**src/rtl/pipe_cu_if.sv**
```systemverilog
// Control-unit bus for pipe_cu: ID instruction and EX flags in, pipeline control and stage strobes out.
interface pipe_cu_if #(parameter int RF_AW = 5);
  logic [31:0]      id_ir;
  logic             id_valid;
  logic             cf, zf, vf, sf;
  logic             stall, flush;
  logic [1:0]       pc_sel;
  logic [3:0]       ex_alufn;
  logic             ex_alusrc;
  logic [1:0]       ex_regwritesrc;
  logic [1:0]       fwd_a, fwd_b;
  logic             mem_read, mem_write;
  logic [1:0]       mem_sizesel;
  logic             mem_unsigned;
  logic             wb_regwrite, wb_memtoreg;
  logic [RF_AW-1:0] wb_rd;

  modport master (
    output id_ir, id_valid, cf, zf, vf, sf,
    input  stall, flush, pc_sel, ex_alufn, ex_alusrc, ex_regwritesrc, fwd_a, fwd_b,
           mem_read, mem_write, mem_sizesel, mem_unsigned, wb_regwrite, wb_memtoreg, wb_rd
  );
  modport slave (
    input  id_ir, id_valid, cf, zf, vf, sf,
    output stall, flush, pc_sel, ex_alufn, ex_alusrc, ex_regwritesrc, fwd_a, fwd_b,
           mem_read, mem_write, mem_sizesel, mem_unsigned, wb_regwrite, wb_memtoreg, wb_rd
  );
endinterface

```
**src/rtl/pipe_cu.sv**
```systemverilog
// Pipelined RV32I control unit: decode, ID/EX-EX/MEM-MEM/WB control bundles, branch resolve, hazards.
// Optional feature macro: FORWARDING_EN (operand forwarding; without it, stall on any RAW in EX/MEM).
module pipe_cu #(
  parameter int RF_AW            = 5,
  parameter int LOAD_USE_BUBBLES = 1
) (
  input logic     clk,
  input logic     rst,
  pipe_cu_if.slave bus
);
  localparam logic [3:0] ALU_ADD = 4'b0000, ALU_SUB = 4'b0001, ALU_PASS = 4'b0011,
                         ALU_OR  = 4'b0100, ALU_AND = 4'b0101, ALU_XOR  = 4'b0111,
                         ALU_SRL = 4'b1000, ALU_SLL = 4'b1001, ALU_SRA  = 4'b1010,
                         ALU_SLT = 4'b1101, ALU_SLTU = 4'b1111;

  if (LOAD_USE_BUBBLES != 1 && LOAD_USE_BUBBLES != 2) begin : g_bad_lub
    $error("LOAD_USE_BUBBLES must be 1 or 2");
  end

  typedef struct packed {
    logic             valid;
    logic [RF_AW-1:0] rd, rs1, rs2;
    logic [2:0]       funct3;
    logic             is_branch, is_jal, is_jalr, is_load;
    logic [3:0]       alufn;
    logic             alusrc;
    logic [1:0]       rws;
    logic             memread, memwrite;
    logic [1:0]       sizesel;
    logic             uns;
    logic             regwrite, memtoreg;
  } ctl_t;

  ctl_t idex_q, exmem_q, memwb_q;
  ctl_t dec, bub, idex_d;
  logic use1, use2, taken, redir_br, redir_jr, raw;

  function automatic logic [3:0] alu_of(input logic [2:0] f3, input logic alt);
    case (f3)
      3'b000:  return alt ? ALU_SUB : ALU_ADD;
      3'b001:  return ALU_SLL;
      3'b010:  return ALU_SLT;
      3'b011:  return ALU_SLTU;
      3'b100:  return ALU_XOR;
      3'b101:  return alt ? ALU_SRA : ALU_SRL;
      3'b110:  return ALU_OR;
      default: return ALU_AND;
    endcase
  endfunction

  // rs fields of unused operands are zeroed so they never match a writer.
  function automatic logic hit(input ctl_t b, input ctl_t d);
    return b.valid && b.regwrite && d.valid && (d.rs1 == b.rd || d.rs2 == b.rd);
  endfunction

  always_comb begin
    logic [2:0] f3;
    f3   = bus.id_ir[14:12];
    bub  = '0;
    bub.alufn = ALU_PASS;
    dec  = bub;
    use1 = 1'b0;
    use2 = 1'b0;
    if (bus.id_valid) begin
      case (bus.id_ir[6:0])
        7'b0110011: begin dec.valid = 1'b1; use1 = 1'b1; use2 = 1'b1; dec.regwrite = 1'b1;
                          dec.rws = 2'b10; dec.alufn = alu_of(f3, bus.id_ir[30]); end
        7'b0010011: begin dec.valid = 1'b1; use1 = 1'b1; dec.alusrc = 1'b1; dec.regwrite = 1'b1;
                          dec.rws = 2'b10; dec.alufn = alu_of(f3, f3 == 3'b101 && bus.id_ir[30]); end
        7'b0000011: begin dec.valid = 1'b1; use1 = 1'b1; dec.alusrc = 1'b1; dec.alufn = ALU_ADD;
                          dec.memread = 1'b1; dec.memtoreg = 1'b1; dec.regwrite = 1'b1;
                          dec.rws = 2'b10; dec.is_load = 1'b1; dec.uns = f3[2]; end
        7'b0100011: begin dec.valid = 1'b1; use1 = 1'b1; use2 = 1'b1; dec.alusrc = 1'b1;
                          dec.alufn = ALU_ADD; dec.memwrite = 1'b1; end
        7'b1100011: begin dec.valid = 1'b1; use1 = 1'b1; use2 = 1'b1; dec.alufn = ALU_SUB;
                          dec.is_branch = 1'b1; end
        7'b1101111: begin dec.valid = 1'b1; dec.regwrite = 1'b1; dec.rws = 2'b01; dec.is_jal = 1'b1; end
        7'b1100111: begin dec.valid = 1'b1; use1 = 1'b1; dec.alusrc = 1'b1; dec.alufn = ALU_ADD;
                          dec.regwrite = 1'b1; dec.rws = 2'b01; dec.is_jalr = 1'b1; end
        7'b0110111: begin dec.valid = 1'b1; dec.alusrc = 1'b1; dec.regwrite = 1'b1; dec.rws = 2'b10; end
        7'b0010111: begin dec.valid = 1'b1; dec.alusrc = 1'b1; dec.regwrite = 1'b1; dec.rws = 2'b00; end
        default: ;
      endcase
    end
    if (dec.valid) begin
      dec.rd      = bus.id_ir[7 +: RF_AW];
      dec.rs1     = use1 ? bus.id_ir[15 +: RF_AW] : '0;
      dec.rs2     = use2 ? bus.id_ir[20 +: RF_AW] : '0;
      dec.funct3  = f3;
      dec.sizesel = (dec.memread || dec.memwrite) ?
                    ((f3[1:0] == 2'b00) ? 2'b01 : (f3[1:0] == 2'b01) ? 2'b10 : 2'b00) : 2'b00;
      if (dec.rd == '0) dec.regwrite = 1'b0;
    end
  end

  always_comb begin
    case (idex_q.funct3)
      3'b000:  taken = bus.zf;
      3'b001:  taken = !bus.zf;
      3'b100:  taken = bus.sf != bus.vf;
      3'b101:  taken = bus.sf == bus.vf;
      3'b110:  taken = !bus.cf;
      3'b111:  taken = bus.cf;
      default: taken = 1'b0;
    endcase
    redir_br = idex_q.valid && (idex_q.is_jal || (idex_q.is_branch && taken));
    redir_jr = idex_q.valid && idex_q.is_jalr;
  end

`ifdef FORWARDING_EN
  function automatic logic [1:0] fwd(input logic [RF_AW-1:0] rs);
    if (exmem_q.regwrite && !exmem_q.is_load && exmem_q.rd == rs) return 2'b10;
    if (memwb_q.regwrite && memwb_q.rd == rs)                      return 2'b01;
    return 2'b00;
  endfunction

  assign raw = (hit(idex_q, dec) && idex_q.is_load) ||
               (LOAD_USE_BUBBLES == 2 && hit(exmem_q, dec) && exmem_q.is_load);
  assign bus.fwd_a = fwd(idex_q.rs1);
  assign bus.fwd_b = fwd(idex_q.rs2);
`else
  // Write-first register file: a writer already in WB is never a hazard.
  assign raw = hit(idex_q, dec) || hit(exmem_q, dec);
  assign bus.fwd_a = 2'b00;
  assign bus.fwd_b = 2'b00;
`endif

  assign bus.flush  = redir_br || redir_jr;
  assign bus.stall  = raw && !bus.flush;
  assign bus.pc_sel = redir_jr ? 2'b10 : redir_br ? 2'b01 : 2'b00;
  assign idex_d     = (bus.flush || raw) ? bub : dec;

  always_ff @(posedge clk) begin
    if (rst) begin
      idex_q  <= '0;
      exmem_q <= '0;
      memwb_q <= '0;
    end else begin
      idex_q  <= idex_d;
      exmem_q <= idex_q;
      memwb_q <= exmem_q;
    end
  end

  assign bus.ex_alufn       = idex_q.alufn;
  assign bus.ex_alusrc      = idex_q.alusrc;
  assign bus.ex_regwritesrc = idex_q.rws;
  assign bus.mem_read       = exmem_q.memread;
  assign bus.mem_write      = exmem_q.memwrite;
  assign bus.mem_sizesel    = exmem_q.sizesel;
  assign bus.mem_unsigned   = exmem_q.uns;
  assign bus.wb_regwrite    = memwb_q.regwrite;
  assign bus.wb_memtoreg    = memwb_q.memtoreg;
  assign bus.wb_rd          = memwb_q.rd;

  logic unused_bits;
  assign unused_bits = ^{bus.id_ir, exmem_q, memwb_q, idex_q};
endmodule

```
**src/flat_wrapper.sv**
```systemverilog
// flat-port wrapper written by rule: the top's interface ports become plain ports
module pipe_cu_flat 
#(
  parameter int RF_AW            = 5,
  parameter int LOAD_USE_BUBBLES = 1
)
  (clk, rst, bus_id_ir, bus_id_valid, bus_cf, bus_zf, bus_vf, bus_sf, bus_stall, bus_flush, bus_pc_sel, bus_ex_alufn, bus_ex_alusrc, bus_ex_regwritesrc, bus_fwd_a, bus_fwd_b, bus_mem_read, bus_mem_write, bus_mem_sizesel, bus_mem_unsigned, bus_wb_regwrite, bus_wb_memtoreg, bus_wb_rd);
  pipe_cu_if #(.RF_AW(RF_AW)) bus_i ();
  input logic clk;
  input logic rst;
  input wire logic [$bits(bus_i.id_ir)-1:0] bus_id_ir;
  input wire logic [$bits(bus_i.id_valid)-1:0] bus_id_valid;
  input wire logic [$bits(bus_i.cf)-1:0] bus_cf;
  input wire logic [$bits(bus_i.zf)-1:0] bus_zf;
  input wire logic [$bits(bus_i.vf)-1:0] bus_vf;
  input wire logic [$bits(bus_i.sf)-1:0] bus_sf;
  output wire logic [$bits(bus_i.stall)-1:0] bus_stall;
  output wire logic [$bits(bus_i.flush)-1:0] bus_flush;
  output wire logic [$bits(bus_i.pc_sel)-1:0] bus_pc_sel;
  output wire logic [$bits(bus_i.ex_alufn)-1:0] bus_ex_alufn;
  output wire logic [$bits(bus_i.ex_alusrc)-1:0] bus_ex_alusrc;
  output wire logic [$bits(bus_i.ex_regwritesrc)-1:0] bus_ex_regwritesrc;
  output wire logic [$bits(bus_i.fwd_a)-1:0] bus_fwd_a;
  output wire logic [$bits(bus_i.fwd_b)-1:0] bus_fwd_b;
  output wire logic [$bits(bus_i.mem_read)-1:0] bus_mem_read;
  output wire logic [$bits(bus_i.mem_write)-1:0] bus_mem_write;
  output wire logic [$bits(bus_i.mem_sizesel)-1:0] bus_mem_sizesel;
  output wire logic [$bits(bus_i.mem_unsigned)-1:0] bus_mem_unsigned;
  output wire logic [$bits(bus_i.wb_regwrite)-1:0] bus_wb_regwrite;
  output wire logic [$bits(bus_i.wb_memtoreg)-1:0] bus_wb_memtoreg;
  output wire logic [$bits(bus_i.wb_rd)-1:0] bus_wb_rd;
  assign bus_i.id_ir = bus_id_ir;
  assign bus_i.id_valid = bus_id_valid;
  assign bus_i.cf = bus_cf;
  assign bus_i.zf = bus_zf;
  assign bus_i.vf = bus_vf;
  assign bus_i.sf = bus_sf;
  assign bus_stall = bus_i.stall;
  assign bus_flush = bus_i.flush;
  assign bus_pc_sel = bus_i.pc_sel;
  assign bus_ex_alufn = bus_i.ex_alufn;
  assign bus_ex_alusrc = bus_i.ex_alusrc;
  assign bus_ex_regwritesrc = bus_i.ex_regwritesrc;
  assign bus_fwd_a = bus_i.fwd_a;
  assign bus_fwd_b = bus_i.fwd_b;
  assign bus_mem_read = bus_i.mem_read;
  assign bus_mem_write = bus_i.mem_write;
  assign bus_mem_sizesel = bus_i.mem_sizesel;
  assign bus_mem_unsigned = bus_i.mem_unsigned;
  assign bus_wb_regwrite = bus_i.wb_regwrite;
  assign bus_wb_memtoreg = bus_i.wb_memtoreg;
  assign bus_wb_rd = bus_i.wb_rd;
  pipe_cu #(.RF_AW(RF_AW), .LOAD_USE_BUBBLES(LOAD_USE_BUBBLES)) u_core (.clk(clk), .rst(rst), .bus(bus_i));
endmodule
```
**config.mk**
```make
export PLATFORM = sky130hd
export DESIGN_NAME = pipe_cu_flat
export DESIGN_NICKNAME = d
export VERILOG_FILES = /design/src/rtl/pipe_cu_if.sv /design/src/rtl/pipe_cu.sv /design/src/flat_wrapper.sv
export SDC_FILE = /design/constraint.sdc
export NUM_CORES = 1
export LEC_CHECK = 0
export BUFFER_PORTS_ARGS = -buffer_cell sky130_fd_sc_hd__buf_2
export CAP_MARGIN = 15
export CELL_PAD_IN_SITES_DETAIL_PLACEMENT = 0
export CELL_PAD_IN_SITES_GLOBAL_PLACEMENT = 1
export CORE_UTILIZATION = 35
export CTS_CLUSTER_DIAMETER = 100
export DETAILED_ROUTE_END_ITERATION = 8
export MAX_ROUTING_LAYER = met4
export PLACE_DENSITY_LB_ADDON = 0.3
export SLEW_MARGIN = 25
export SYNTH_ARGS = -nofsm -noshare
export SYNTH_HDL_FRONTEND = slang
export SYNTH_SLANG_ARGS = --single-unit
```
**constraint.sdc**
```tcl
create_clock -name clk -period 2.09 [get_ports clk]
set_clock_uncertainty 0.1 [all_clocks]
set_input_delay 0.209 -clock clk [delete_from_list [all_inputs] [get_ports clk]]
set_output_delay 0.209 -clock clk [all_outputs]
set_load 0.02 [all_outputs]
```
==> results.ini, run 1 <==
[power]
power_density_mw_per_mm2 = 529
swShare_pct = 27.0
clockPowerShare_pct = 34.2
p_int_uw = 1210
p_switching_uw = 449
cellLeakagePower_uw = 0.00126
ir_worst_vdd_uv = 223
comb_power_share_pct = 12.7
pwr-share-seq_pct = 53.1

[timing]
period_needed_ns = 2.17
period_share_pct = 104
worst_slack_ns = -0.0779
final-setup-viol-count = 1
fin_setup_tns_ns = -0.0779
fmax_mhz = 461
rsz0062_at_grt = true
slew_viol_final = 0
finalHoldViolations = 0

[place]
gp_congestion = 0.846
dpl.hpwl_mm = 4.41
pre_cts_slack_ns = -0.254
placement.cell_area_mm2 = 0.00287
dp.cells = 416
portBuffers = 55

[floorplanning]
initial_core_util_pct = 36.7
die-area_mm2 = 0.00711
coreArea_mm2 = 0.00646
die_y_um = 84.4
die-width_um = 84.4
pin_count = 66
rows = 29

[synthesis]
ys_warn_count = 0
synth-edff-count = 0
synth.most_common_cell = dfxtp_1
async_flop_share_pct = 0
syn_area_per_cell_um2 = 8.82
synthTopCellsByArea = dfxtp_1, nor2b_1, nor2_1, buf_4, xnor2_1
ys_seq_elements = 46
synthCells = 269
synth_top_cell_by_area = dfxtp_1
synth-seq-area-share_pct = 38.8
synth_flop_cell = dfxtp_1
synth.distinct_cells = 51
netlist_area_mm2 = 0.00237
yosys.area.top_type_share_pct = 38.8
yosys-top-cells-count = dfxtp_1, nor2_1, nor2b_1

[route]
wl_per_cell_um = 13.5
drc = 6
wl_mm = 5.76
antenna_left = 0
dr.pass1.iters = 6
vias = 2109
drt_iter0_drc = 81
viasPerCell = 4.93

[global_route]
globalRouteOverflowTotal = 0
grt.total_usage_pct = 17.2
grt_max_degree = 24
antenna_found_initial = 0
grt_first_pass_wirelength_mm = 9.43
grt_pass1_vias = 2018

[clock_tree]
clkTransAtPathRegs_ns = 0.09
cts_root_buf = clkbuf_8
h-tree-depth = 2
clockBufferDepth = 2
cts_tree = built
cts_sinks = 46
clock_latency_ns = 0.30
numCtsBuffers = 5
cts_hold_buf = 0

[setup_path]
critPathKind = reg2out
critPathRequiredTime_ns = 1.78
start_kind = register
cp-end-kind = primary output
crit_path_max_fanout = 2
worstPathArrival_ns = 1.86

[layout]
num_antenna_cells = 0
nets = 389
fin_area_mm2 = 0.00315
final_cell_count_no_fill = 428
area_growth_pct = 32.5
drive_gt1_share_pct = 42.5

[run]
maxCapViolations = 0

[min_path]
hp-class = in2reg

[run_status]
violations = DRC, setup timing
status = finished, violations left

[worst paths after layout]
kind	startpoint	to	slack [ns]	cells after the start
max	u_core.idex_q[32]$_SDFF_PP0_	bus_stall	-0.08	8
min	bus_id_ir[10]	u_core.idex_q[34]$_SDFF_PP0_	0.02	3
max reg2reg	u_core.exmem_q[32]$_SDFF_PP0_	u_core.bus.ex_regwritesrc[1]$_SDFF_PP0_	0.03	9
min reg2reg	u_core.exmem_q[0]$_SDFF_PP0_	u_core.bus.wb_memtoreg$_SDFF_PP0_	0.34	1
[repair_timing]
action	in CTS	in global routing
gates cloned	0	0
resized for setup	30	11
setup buffers	4	0
setup endpoints to repair	4	8
pin swaps	9	3
[layout by cell type, fill, tap and decap left out, types with 3 or more instances in the layout]
master | Yosys | layout
buf_2 | 2 | 52
conb_1 | 1 | 4
clkbuf_8 | 0 | 5
nor4bb_2 | 0 | 3
nor2b_1 | 23 | 23
a21oi_1 | 7 | 7
or3_1 | 3 | 3
nor2_1 | 36 | 33
a31oi_1 | 10 | 10
o211ai_1 | 7 | 7
nor4bb_1 | 6 | 3
nand2b_1 | 3 | 3
nor4b_2 | 1 | 3
nand2_1 | 20 | 19
nor4_2 | 0 | 3
xnor2_1 | 11 | 11
dfxtp_2 | 0 | 7
o32ai_2 | 0 | 3
dfxtp_1 | 46 | 37
buf_6 | 4 | 5
nand3_1 | 8 | 7
xor2_1 | 4 | 4
buf_4 | 14 | 42
nor4b_1 | 5 | 3
[layout make-up]
cell class                 instances  area, um^2
clock buffer                       5        68.8
timing repair buffer              99         632
fill                             676        3310
clock inverter                     3        23.8
inverter                           3        13.8
sequential                        46         937
tap                               77        96.3
multi-input combinational        195        1370
[worst max-delay path: stages (launching register included)]
cell and delay, ns:
dfxtp_2 0.34, nor4bb_2 0.25, a31oi_1 0.08, a2bb2oi_2 0.14, nor4_2 0.24, a41oi_2 0.10, and2_4 0.22, nor2_4 0.07
buf_6 0.11
[power by group through the flow]
stage	clock network [uW]	logic, uW	registers (uW)
after floorplan	0	117	906
after global placement	0	203	905
after detailed placement	0	204	905
after CTS	593	210	885
after global routing	630	231	884
final	568	212	883
[per-layer routing]
metal / global-route usage [%] / routed length, um / up-vias
met5: - / 0 / -
met4: 4.31 / 35 / 0
met3: 2.95 / 236 / 2
met2: 26.8 / 2520 / 59
met1: 23.2 / 2970 / 949
li1: - / - / 1099
[flip-flops by register name (all words and copies together) (netlist names)]
register,cells
u_core.bus.ex_regwritesrc,2
u_core.idex_q,19
u_core.bus.wb_rd,5
u_core.bus.ex_alusrc,1
u_core.bus.mem_read,1
u_core.bus.ex_alufn,4
u_core.bus.wb_memtoreg,1
u_core.bus.mem_unsigned,1
u_core.exmem_q,8
u_core.bus.mem_sizesel,2
u_core.bus.wb_regwrite,1
u_core.bus.mem_write,1
[cells by family after synthesis]
group                     Yosys count  synth area share, %
DFF                                46                 38.8
xor gates and xnor gates           15                 5.53
and+or+nand+nor                   130                 32.2
buffers and inverters              31                 8.49
other                               1                0.158
AOI/OAI and AO/OA                  46                 14.8
[per-stage QoR]
step / hold slack, ns / utilization (%) / power, uW
floorplan: 0.181 / - / 1020
global placement: 0.319 / 44.5 / 1110
detailed placement: 0.320 / 44.5 / 1110
CTS: 0.0119 / 48.2 / 1690
global route: 0.0292 / 48.7 / 1750
finish: 0.0206 / 48.7 / 1660
(Power assumes the default switching activity.)
==> run 2, diff against run 1 <==
SETUP_SLACK_MARGIN = 0.5   (was default)
==> run 2 against run 1 <==
Utilization increased by 2.1 points. Flip-flop and latch count is the same. Clock power is 18% higher. The flow still finishes with violations (DRC, setup timing). Die area unchanged. Global-route usage grew 0.31 points. First-iteration DRC count rose by 28%. Final area is 4.3% higher. Register-to-register slack worse by 0.04 ns. Setup slack worse by 0.046 ns. Count of clock-buffer cells in the layout unchanged. Power rose by 7.3%. Sequential share of layout area is 1.2 points lower.
==> results.ini, run 2 (synthesis gave the netlist of run 1 again) <==
[run_status]
status = finished, violations left
violations = DRC, setup timing

[power]
clockPowerShare_pct = 37.7  ; +3.5 points
ir_worst_vdd_uv = 270  ; +21%
swShare_pct = 24.9  ; -2.2 points
p_switching_uw = 444  ; -1.3%
comb_power_share_pct = 12.8  ; about the same
p_int_uw = 1340  ; +10%
pwr-share-seq_pct = 49.5  ; -3.6 points
power_density_mw_per_mm2 = 544  ; +2.9%
cellLeakagePower_uw = 0.00129  ; +2.8%

[clock_tree]
clock_latency_ns = 0.30  ; about the same
h-tree-depth = 2  ; unchanged
clkTransAtPathRegs_ns = 0.09  ; about the same
cts_tree = built
numCtsBuffers = 5  ; unchanged
cts_root_buf = clkbuf_8
cts_sinks = 46  ; unchanged
clockBufferDepth = 2  ; unchanged

[timing]
worstMarginPinSlew_ns = 0.529
worst_slack_ns = -0.124  ; -0.0463 ns
period_share_pct = 106  ; +2.2 points
slew_viol_final = 0  ; unchanged
final-setup-viol-count = 3  ; +2
finalHoldViolations = 0  ; unchanged
fmax_mhz = 452  ; -2.1%
rsz0062_at_grt = true
period_needed_ns = 2.21  ; +0.0463 ns
relSlewSlack_pct = 64.5

[route]
viasPerCell = 4.97  ; +0.90%
antenna_left = 0  ; unchanged
drc = 11  ; +5
wl_per_cell_um = 13.5  ; +0.17%
dr.pass1.iters = 6  ; unchanged
drt_iter0_drc = 104  ; +28%
vias = 2118  ; +0.43%
wl_mm = 5.74  ; -0.30%

[layout]
largest_register_ffs = 19  ; unchanged
final_common_cell = buf_2
multi_input_area_mm2 = 0.00146  ; +6.3%
nets = 387  ; -0.51%
layout_common_cells = buf_2, dfxtp_1, buf_4
num_antenna_cells = 0  ; unchanged
drive_gt1_share_pct = 44.1  ; +1.7 points
nFillCells = 640  ; -5.3%
regMostFlops = u_core.idex_q
register_area_um2 = 937  ; unchanged
fin_area_mm2 = 0.00328  ; +4.3%
area_growth_pct = 38.2

[place]
placement.cell_area_mm2 = 0.00284  ; -1.2%
pre_cts_slack_ns = -0.159  ; +0.0951 ns
dpl.hpwl_mm = 4.31  ; -2.4%
portBuffers = 55  ; unchanged
gp_congestion = 0.863  ; +2.0%

[setup_path]
cp-end-kind = primary output
crit_slowest_cell = dfxtp_2
worstPathArrival_ns = 1.91  ; +0.05 ns
start_kind = register
worst_path_dominant_cell_family = simple AND/OR/NAND/NOR gates
crit_path_max_fanout = 4  ; +2
critPathKind = reg2out
path_buf_inv = 1  ; unchanged
crit_chain = nor4bb_1, a31oi_1, a2bb2oi_1, nor4_2, a41oi_2, and2_4, nor2_4, buf_6
slowest_delay_ns = 0.36  ; +0.02 ns
critPathRequiredTime_ns = 1.78  ; about the same

[floorplanning]
die_y_um = 84.4  ; unchanged
die-width_um = 84.4  ; unchanged
initial_core_util_pct = 36.7  ; unchanged
pin_count = 66  ; unchanged
die-area_mm2 = 0.00711  ; unchanged
coreArea_mm2 = 0.00646  ; unchanged
rows = 29  ; unchanged

[global_route]
grt.total_usage_pct = 17.5  ; +0.31 points
grt_max_degree = 24  ; unchanged
globalRouteOverflowTotal = 0  ; unchanged
grt_pass1_vias = 1942  ; -3.8%
grt_first_pass_wirelength_mm = 9.52  ; +0.88%
antenna_found_initial = 0  ; unchanged

[min_path]
hp-class = in2reg

[run]
maxCapViolations = 0  ; unchanged

## run 2: worst reg2reg max path, delay by kind of cell, from the launching register on
kind | cells | cell delay, ns
AOI/OAI and AO/OA | 3 | 0.60
and+or+nand+nor | 3 | 0.45
buffers and inverters | 3 | 0.42
DFF | 1 | 0.34
xor gates and xnor gates | 1 | 0.11
## run 2: power by group through the flow
| stage | logic [uW] | registers, uW | clock network, uW |
|---|---|---|---|
| after floorplan | 119 | 906 | 0 |
| after global placement | 195 | 905 | 0 |
| after detailed placement | 196 | 905 | 0 |
| after CTS | 221 | 883 | 688 |
| after global routing | 249 | 884 | 732 |
| final | 228 | 883 | 673 |
## run 2: final cells by class
cell class              instances  share of cell area, %
clock buffers                   5                   2.10
clock inverters                 3                   1.34
inverters                       3                  0.420
multi-input cells             195                   44.5
flip-flops and latches         46                   28.6
well taps                      77                   2.94
repair buffers                 97                   20.1
## run 2: what timing repair did
item                       CTS  global route
hold buffers                 0             0
buffers inserted             9             0
setup endpoints to repair   29            29
pin swaps                   35             8
resized for setup           46            10
## run 2: metal layers
layer	up-vias	global-route usage, %	part of all wire, %	routed length, um
met5	-	-	0	0
met4	0	5.39	0.84	48
met3	2	3.64	4.2	242
met2	58	24.6	43	2470
met1	961	25.0	52	2980
li1	1097	-	-	-
## run 2: per-stage QoR
step / instances / hold slack (ns) / setup TNS [ns] / util (%) / power (uW)
2_1_floorplan: 272 / 0.181 / 0 / - / 1020
3_3_place_gp: 409 / 0.317 / -0.775 / 44.0 / 1100
3_5_place_dp: 409 / 0.327 / -1.19 / 44.0 / 1100
6_report: 426 / 0.0289 / -0.145 / 50.8 / 1780
4_1_cts: 426 / 0.0252 / -0.220 / 49.7 / 1790
5_1_grt: 426 / 0.0248 / -1.32 / 50.8 / 1860
## run 2: final timing paths
check | startpoint | end | slack, ns | cells after the start
min reg2reg | u_core.idex_q[2]$_SDFF_PP0_ | u_core.bus.mem_unsigned$_SDFF_PP0_ | 0.34 | 1
max | u_core.idex_q[32]$_SDFF_PP0_ | bus_stall | -0.12 | 8
min | bus_id_ir[9] | u_core.idex_q[33]$_SDFF_PP0_ | 0.03 | 3
max reg2reg | u_core.exmem_q[35]$_SDFF_PP0_ | u_core.idex_q[3]$_SDFF_PP0_ | -0.01 | 10
==> run 3, diff against run 2 <==
CORE_UTILIZATION = 38   (was 35)
clock period = 2.3 ns   (was 2.09 ns; I/O delays follow)
==> run 3 against run 2 <==
The flow now finishes without violations. Critical path depth unchanged. Setup slack better by 0.14 ns. Via count up 3.6%. Register-to-register slack better by 0.24 ns. Non-clock buffer count down 1. Clock power down 8.3%. Highest routed layer unchanged.
==> results.ini, run 3 (synthesis gave the netlist of run 1 again) <==
[route]
viasPerCell = 5.19  ; +4.4%
drc = 0  ; -11
vias = 2195  ; +3.6%
antenna_left = 0  ; unchanged
drt_iter0_drc = 63  ; -39%
wl_per_cell_um = 13.8  ; +2.5%
dr.pass1.iters = 4  ; -2
wl_mm = 5.85  ; +1.8%

[power]
ir_worst_vdd_uv = 321  ; +19%
power_density_mw_per_mm2 = 496  ; -8.9%
cellLeakagePower_uw = 0.00129  ; -0.14%

[global_route]
grt_max_degree = 24  ; unchanged
antenna_found_initial = 0  ; unchanged
grt_pass1_vias = 1904  ; -2.0%
grt_first_pass_wirelength_mm = 9.32  ; -2.1%
grt.total_usage_pct = 19.3  ; +1.8 points
globalRouteOverflowTotal = 0  ; unchanged

[timing]
finalHoldViolations = 0  ; unchanged
rsz0062_at_grt = true
period_share_pct = 99.1
worstMarginPinSlew_ns = 0.581  ; +0.0519 ns
relSlewSlack_pct = 60.8  ; -3.7 points
final-setup-viol-count = 0  ; -3
fmax_mhz = 439
period_needed_ns = 2.28
whs_ns = 0.0459  ; +0.0170 ns
slew_viol_final = 0  ; unchanged

[floorplanning]
die-area_mm2 = 0.00657  ; -7.7%
die-width_um = 81.0  ; -3.9%
pin_count = 66  ; unchanged
initial_core_util_pct = 39.9  ; +3.1 points
rows = 28  ; -3.4%
coreArea_mm2 = 0.00596  ; -7.8%
die_y_um = 81.0  ; -3.9%

[layout]
area_growth_pct = 38.1  ; about the same
layout_common_cells = buf_2, dfxtp_1, buf_4
nets = 386  ; -0.26%
regMostFlops = u_core.idex_q
num_antenna_cells = 0  ; unchanged
final_common_cell = buf_2
post-route-util_pct = 55.0  ; +4.2 points
drive_gt1_share_pct = 45.4  ; +1.3 points
largest_register_ffs = 19  ; unchanged

[min_path]
hold_depth = 3  ; unchanged
hp-class = in2reg

[clock_tree]
clock_latency_ns = 0.30  ; about the same
clkTransAtPathRegs_ns = 0.09  ; about the same
cts_tree = built
h-tree-depth = 2  ; unchanged
numCtsBuffers = 5  ; unchanged
clockBufferDepth = 2  ; unchanged
cts_sinks = 46  ; unchanged
cts_root_buf = clkbuf_8

[run_status]
status = complete, no violations

[setup_path]
critPathRequiredTime_ns = 1.97  ; +0.19 ns
cp-end-kind = primary output
critPathKind = reg2out
reg2reg_slack_ns = 0.23  ; +0.24 ns
crit_end = bus_stall
slowest_delay_ns = 0.36  ; about the same
worstReg2RegEnd = u_core.idex_q[18]$_SDFF_PP0_
crit_slowest_cell = dfxtp_2
crit_path_max_fanout = 4  ; unchanged
crit_chain = nor4bb_2, a31oi_1, a2bb2oi_1, nor4_2, a41oi_2, and2_4, nor2_4, buf_6
startpoint = u_core.exmem_q[32]$_SDFF_PP0_
r2r_cells = 11  ; +1
r2r_start = u_core.idex_q[18]$_SDFF_PP0_
worstPathArrival_ns = 1.95  ; +0.04 ns
start_kind = register

[place]
portBuffers = 55  ; unchanged
gp_congestion = 0.867  ; +0.49%
dpl.hpwl_mm = 4.24  ; -1.5%

[run]
maxCapViolations = 0  ; unchanged

## run 3: cell types whose count changed in the layout (fill, tap and decap cells not counted), sizes merged
cell  previous run  this run
buf             97        96
## run 3: what timing repair did
item                       CTS  global route
gates resized for setup     44            23
hold buffers                 0             0
setup buffers                9             5
cloned                       0             0
pin swaps                   36             6
setup endpoints to repair   29            29
## run 3: metal layers
layer	vias to the layer above	track usage [%]	part of all wire, %
met5	-	-	0
met4	0	5.18	1.0
met3	5	3.93	4.8
met2	61	26.8	43
met1	1038	27.8	51
li1	1091	-	-
## run 3: layout make-up
class                      count  area [um^2]
multi-input combinational    195         1460
fill                         554         2680
tap                           75         93.8
timing repair buffer          96          659
clock buffer                   5         68.8
inverter                       3         13.8
sequential                    46          940
clock inverter                 3         43.8
## run 3: metrics by stage
| stage | worst slack [ns] | setup TNS, ns | area [um^2] | std cells | total power [uW] |
|---|---|---|---|---|---|
| after floorplan | 0.327 | 0 | 2410 | 272 | 931 |
| after global placement | 0.0202 | 0 | 2790 | 401 | 996 |
| after detailed placement | 0.00617 | 0 | 2790 | 401 | 998 |
| after CTS | -0.0264 | -0.0264 | 3120 | 418 | 1610 |
| after global routing | -0.0971 | -0.0971 | 3280 | 423 | 1690 |
| final | 0.0207 | 0 | 3280 | 423 | 1620 |
## run 3: how the worst min path moves through the flow
| stage | startpoint | to | slack (ns) |
|---|---|---|---|
| 2_1_floorplan | rst | u_core.bus.wb_memtoreg$_SDFF_PP0_ | 0.20 |
| 3_3_place_gp | u_core.idex_q[0]$_SDFF_PP0_ | u_core.exmem_q[0]$_SDFF_PP0_ | 0.32 |
| 3_5_place_dp | u_core.idex_q[6]$_SDFF_PP0_ | u_core.bus.mem_read$_SDFF_PP0_ | 0.33 |
| 4_1_cts | bus_id_ir[8] | u_core.idex_q[32]$_SDFF_PP0_ | 0.04 |
| 5_1_grt | bus_id_ir[10] | u_core.idex_q[34]$_SDFF_PP0_ | 0.06 |
| 6_report | bus_id_ir[10] | u_core.idex_q[34]$_SDFF_PP0_ | 0.05 |
## run 3: power breakdown
group | switching (uW) | internal [uW] | total, uW | leakage (uW)
combinational | 116 | 89.4 | 205 | 0.000854
clock | 291 | 326 | 617 | 0.0000585
sequential | 3.85 | 798 | 802 | 0.000377
## run 3: critical path: cells and delay by family, from the launching register on
| kind | cells | cell delay (ns) |
|---|---|---|
| DFF | 1 | 0.36 |
| and+or+nand+nor | 4 | 0.89 |
| AOI/OAI and AO/OA | 3 | 0.29 |
| buffers and inverters | 1 | 0.11 |
